File: src/rtl/cmos_pad_ctrl.sv
// ---------------------------------------------------------------------------
// cmos_pad_ctrl
//
// Direction and transfer sequencer for one side's bidirectional CMOS pad bank.
// A write requester drives a pattern onto the pads. A read requester samples
// the pads. Output-enable turnaround gaps keep the pads from being driven into
// an external driver.
//
// Handshake: a requester raises *_REQ and holds it until the matching *_ACK
// pulse, which lasts one cycle. If a request is still high in IDLE after its
// ACK, it is taken as a new request. WR_DATA is sampled only at the write grant
// edge. RD_DATA is valid in the RD_ACK cycle and holds until the next capture.
//
// Ports:
//   CLK, RST_N      clock, asynchronous active-low reset
//   ENABLE          0 releases the pads and blocks new grants
//   WR_REQ/WR_DATA  write request and pattern; WR_ACK one-cycle accept pulse
//   RD_REQ          read request; RD_ACK one-cycle pulse with RD_DATA valid
//   CMOS_OUT/OEN    pad output data and active-low output enable
//   CMOS_IN         pad input data from the padring
//   BUSY            high whenever the sequencer is not IDLE
//   DBG_STATE       current FSM state (debug observation)
// ---------------------------------------------------------------------------
module cmos_pad_ctrl #(
    parameter int WIDTH    = 40,
    parameter int DRV_CYC  = 4,
    parameter int TURN_CYC = 2,
    parameter int RD_WAIT  = 2
) (
    input  logic             CLK,
    input  logic             RST_N,
    input  logic             ENABLE,
    input  logic             WR_REQ,
    input  logic [WIDTH-1:0] WR_DATA,
    output logic             WR_ACK,
    input  logic             RD_REQ,
    output logic             RD_ACK,
    output logic [WIDTH-1:0] RD_DATA,
    output logic [WIDTH-1:0] CMOS_OUT,
    output logic             CMOS_OEN,
    input  logic [WIDTH-1:0] CMOS_IN,
    output logic             BUSY,
    output logic [2:0]       DBG_STATE
);

    localparam int MAX_CYC = (DRV_CYC > TURN_CYC) ?
                             ((DRV_CYC > RD_WAIT) ? DRV_CYC : RD_WAIT) :
                             ((TURN_CYC > RD_WAIT) ? TURN_CYC : RD_WAIT);
    localparam int CNT_W   = $clog2(MAX_CYC + 1);

    typedef enum logic [2:0] {
        S_IDLE  = 3'd0,
        S_SETUP = 3'd1,
        S_DRIVE = 3'd2,
        S_TURN  = 3'd3,
        S_RWAIT = 3'd4
    } state_t;

    state_t           state_q;
    logic [CNT_W-1:0] cnt_q;
    logic             prio_wr_q;   // 0 = read side wins the next tie

    logic grant_wr_d;
    logic grant_rd_d;
    logic cnt_last;
    logic both_req;

    assign DBG_STATE = state_q;
    assign cnt_last  = (cnt_q == CNT_W'(1));
    assign both_req  = WR_REQ && RD_REQ;

    // Arbitration is evaluated only in IDLE with ENABLE high. The pointer
    // decides only ties.
    always_comb begin
        grant_wr_d = 1'b0;
        grant_rd_d = 1'b0;
        if (state_q == S_IDLE && ENABLE) begin
            if (both_req) begin
                grant_wr_d = prio_wr_q;
                grant_rd_d = !prio_wr_q;
            end else begin
                grant_wr_d = WR_REQ;
                grant_rd_d = RD_REQ;
            end
        end
    end

    always_ff @(posedge CLK or negedge RST_N) begin
        if (!RST_N) begin
            state_q   <= S_IDLE;
            cnt_q     <= '0;
            prio_wr_q <= 1'b0;
            CMOS_OEN  <= 1'b1;
            CMOS_OUT  <= '0;
            RD_DATA   <= '0;
            WR_ACK    <= 1'b0;
            RD_ACK    <= 1'b0;
            BUSY      <= 1'b0;
        end else begin
            WR_ACK <= 1'b0;
            RD_ACK <= 1'b0;
            case (state_q)
                S_IDLE: begin
                    if (ENABLE && both_req) begin
                        prio_wr_q <= !prio_wr_q;
                    end
                    if (grant_wr_d) begin
                        CMOS_OUT <= WR_DATA;
                        WR_ACK   <= 1'b1;
                        BUSY     <= 1'b1;
                        state_q  <= S_SETUP;
                        cnt_q    <= CNT_W'(1);
                    end else if (grant_rd_d) begin
                        BUSY     <= 1'b1;
                        state_q  <= S_RWAIT;
                        cnt_q    <= CNT_W'(RD_WAIT);
                    end
                end
                // Data is already on CMOS_OUT. It settles one cycle before
                // the enable.
                S_SETUP: begin
                    if (!ENABLE) begin
                        state_q <= S_TURN;
                        cnt_q   <= CNT_W'(TURN_CYC);
                    end else if (cnt_last) begin
                        CMOS_OEN <= 1'b0;
                        state_q  <= S_DRIVE;
                        cnt_q    <= CNT_W'(DRV_CYC);
                    end else begin
                        cnt_q <= cnt_q - 1'b1;
                    end
                end
                // When ENABLE drops, the remaining drive cycles are cut short,
                // but the full turnaround still runs.
                S_DRIVE: begin
                    if (!ENABLE || cnt_last) begin
                        CMOS_OEN <= 1'b1;
                        state_q  <= S_TURN;
                        cnt_q    <= CNT_W'(TURN_CYC);
                    end else begin
                        cnt_q <= cnt_q - 1'b1;
                    end
                end
                S_TURN: begin
                    if (cnt_last) begin
                        BUSY    <= 1'b0;
                        state_q <= S_IDLE;
                    end else begin
                        cnt_q <= cnt_q - 1'b1;
                    end
                end
                // Reads never drive the pads, so ENABLE has no effect here.
                S_RWAIT: begin
                    if (cnt_last) begin
                        RD_DATA <= CMOS_IN;
                        RD_ACK  <= 1'b1;
                        BUSY    <= 1'b0;
                        state_q <= S_IDLE;
                    end else begin
                        cnt_q <= cnt_q - 1'b1;
                    end
                end
                default: begin
                    CMOS_OEN <= 1'b1;
                    BUSY     <= 1'b0;
                    state_q  <= S_IDLE;
                end
            endcase
        end
    end

endmodule

File: config.mk
export PLATFORM = sky130hd
export DESIGN_NAME = cmos_pad_ctrl
export DESIGN_NICKNAME = d
export VERILOG_FILES = /design/src/rtl/cmos_pad_ctrl.sv
export SDC_FILE = /design/constraint.sdc
export NUM_CORES = 1
export LEC_CHECK = 0
export BUFFER_PORTS_ARGS = -buffer_cell sky130_fd_sc_hd__buf_2
export CORE_UTILIZATION = 51
export CTS_CLUSTER_DIAMETER = 120
export DETAILED_ROUTE_END_ITERATION = 8
export GPL_TIMING_DRIVEN = 0
export PLACE_DENSITY = 0.86
export RECOVER_POWER = 100
export SLEW_MARGIN = 15
export SYNTH_ARGS = -nofsm -noshare
export SYNTH_HDL_FRONTEND = slang
export SYNTH_SLANG_ARGS = --single-unit
File: constraint.sdc
create_clock -name CLK -period 4.2 [get_ports CLK]
set_clock_uncertainty 0.1 [all_clocks]
set_input_delay 1.26 -clock CLK [delete_from_list [all_inputs] [get_ports CLK]]
set_output_delay 1.26 -clock CLK [all_outputs]
set_load 0.02 [all_outputs]
==> impl_results.md <==
- # setup viols final: 0
- Die width: 88.6 µm
- DRC viols: 0
- Final Power: 2.66 mW
- Largest net degree at the start of global routing: 48
- Vias in the first global route: 2593
- Setup crit end: CMOS_OUT[5]
- Die Span Y: just under 90 µm
- Yosys warnings: 0
- TNS Setup: 0 ns
- Slew HR: 0.373
- Number of flops mapped to enable cells by yosys: 0
- Synth Area per Inst: 15.7 µm²
- Period utilisation layout: 0.726
- Top post-synthesis cells by count: dfrtp_1, mux2_2, mux2_4, inv_1, o21ai_0
- Startpoint types: primary input
- Crit path depth: 5
- Cell taking the most area after synthesis: dfrtp_1
- CTS Hold Buffers Added: 0
- Lkg Pwr: 2.25 nW
- Reg2reg start: DBG_STATE[1]
- Seq/Total Area, Yosys: 0.595
- Final Wtd Congestion: 0.850
- CP required: ~4.3 ns
- Max-slew violations: 0
- Crit path max fanout: 10
- Mapped cell area: approximately 0.0038 mm²
- Worst hold-check path type: reg -> reg
- Site Rows: 31
- Max-Cap Viols: 0
- Fin crit period: approximately 3.0 ns
- WS Path Type: in -> reg
- Worst EP arrival: 3.17 ns
- Worst slew pin tran: 0.927 ns
- DRT antenna net count: 0
- Post-CTS Resized: 0
- CTS tree: done
- DR pass1 iterations: 4
- Area growth from synthesis to layout: 24.1%
- Final net count: around 510
- Dpl hpwl: 6.06 mm
- Die area: 0.00785 mm²
- Synth unique cells: 38
- GRT overflow: 0
- CTS Buf Count: 9
- Setup repair bufs after CTS: 0
- Core Area: 0.00725 mm²
- Mapped Nets: 330
- # IOs: 172
- Crit-path slowest cell: nor4b_1
- Clock slew at reported path FFs: 0.09 ns
- FF-to-FF End: CMOS_OUT[5]
- Async set-or-reset flop fraction in the synthesized netlist: 1.00
- Outcome: completed
- Vias per cell: a little under 5
- Initial antenna violation count: 0
- Post-Syn Instances: 243
- Critical-path cell list: clkbuf_1, nor4b_1, nand3_4, buf_6, mux2_1
- Bufs and invs on worst path: 2
- WL per Instance: between 15 and 20 µm
- CTS sink cnt: 91
- Ys flop type: dfrtp_1
- Root Buffer: clkbuf_8
- CP Launch Point: ENABLE
- Setup crit end kind: register
- Largest vdd supply drop: 0.383 mV
- Setup slack, reg-to-reg: 1.86 ns
- Clk_lat worst skew: 0.34 ns
- Seq cells post-synth: 91
- Max Fclk: ~0.33 GHz
- Top post-synthesis cells by area: dfrtp_1, mux2_4, mux2_2
- CTS max path bufs: 2
- Crit path max-delay family: simple AND/OR/NAND/NOR gates
- Top cell type's share of synthesized area: 0.589
- RSZ-0062 raised after global routing: no
- R2R depth: 4
- 1st-iter DRT viols: 54
- Gr usage total: 0.209
- Initial core utilization: 0.528
- P per Cell Area: 560 mW/mm²
- First-pass GRT wire length: 12.3 mm
- Via count: 2631
- Buffers on Ports: 171
- Most numerous cell in the Yosys netlist: dfrtp_1
- Routed wire length: 7.96 mm
- Largest stage delay on the critical path: 0.80 ns
- Htree depth: 3
- Antenna cells: 0
- Share of layout cells above drive strength 1: 0.360
- Hold Fails Final Rpt: 0
-- report_power, final --
part | total (mW) | switching, mW | leakage [nW] | internal [mW]
combinational | 0.889 | 0.552 | 1.05 | 0.337
clock | 0.531 | 0.298 | 0.0859 | 0.234
sequential | 1.24 | 0.139 | 1.12 | 1.10
total | 2.66 | 0.988 | 2.25 | 1.67
-- flip-flops by register name, summed over array words and instances, names as in the netlist --
register	flops
WR_ACK	1
prio_wr_q	1
BUSY	1
RD_ACK	1
CMOS_OEN	1
RD_DATA	40
DBG_STATE	3
cnt_q	3
CMOS_OUT	40
-- through the flow --
stage	cells	util	hold slack, ns	instance area (µm²)	setup slack [ns]
detailed placement	514	0.666	0.388	4830	1.46
CTS	530	0.690	0.405	5010	1.75
global route	530	0.655	0.420	4750	0.989
global placement	513	0.663	0.381	4810	1.05
finish	530	0.655	0.402	4750	1.15
floorplan	243	-	0.358	3830	1.80
-- routing by layer --
layer / part of all wire / wire [µm] / GRT usage / up-vias
li1: - / - / - / 1236
met1: 0.42 / 3310 / 0.258 / 1259
met2: 0.49 / 3930 / 0.356 / 127
met3: 0.079 / 627 / 0.0560 / 9
met4: 0.011 / 89 / 0.0704 / 0
met5: 0 / 0 / 0 / -
-- layout make-up --
class	instances	area, µm²
clock inverter	5	37.5
buffer	11	78.8
clock buffer	11	141
timing repair buffer	172	768
sequential	91	2280
inverter	8	30.0
tap	99	124
fill	599	2500
multi-input combinational	133	1290
-- cell families (layout without fill, tap and decap cells) --
group | after synthesis | count (layout) | share of synthesized area
adder cells (fa/ha/maj) | 3 | 3 | 0.00916
AND/OR/NAND/NOR | 20 | 20 | 0.0386
flip-flops | 91 | 91 | 0.595
AO/OA/AOI/OAI | 28 | 28 | 0.0500
XOR/XNOR | 1 | 1 | 0.00229
multiplexers | 81 | 81 | 0.275
buffers and inverters | 19 | 207 | 0.0298
-- cells in the final DEF, fill, tap and decap left out, types with 2 or more instances in the layout --
cell type    n
clkbuf_1    95
dfrtp_1     90
buf_2       82
mux2_2      44
mux2_1      34
clkbuf_8    10
inv_1        8
o21ai_0      8
a21oi_1      6
buf_6        5
nor2_1       3
nand3_1      3
mux2_4       3
nand2b_1     2
nor2b_1      2
nand2_1      2
nor3b_1      2
o21a_1       2
ha_1         2
clkinvlp_4   2
-- how the worst min path moves through the flow --
stage	startpoint	to	slack, ns	cells past startpoint
2_1_floorplan	prio_wr_q	prio_wr_q	0.36	1
3_3_place_gp	RD_DATA[6]	RD_DATA[6]	0.38	1
3_5_place_dp	RD_DATA[8]	RD_DATA[8]	0.39	1
4_1_cts	prio_wr_q	prio_wr_q	0.41	1
5_1_grt	CMOS_OUT[19]	CMOS_OUT[19]	0.42	1
6_report	CMOS_OUT[19]	CMOS_OUT[19]	0.40	1
(Power assumes the default switching activity.)
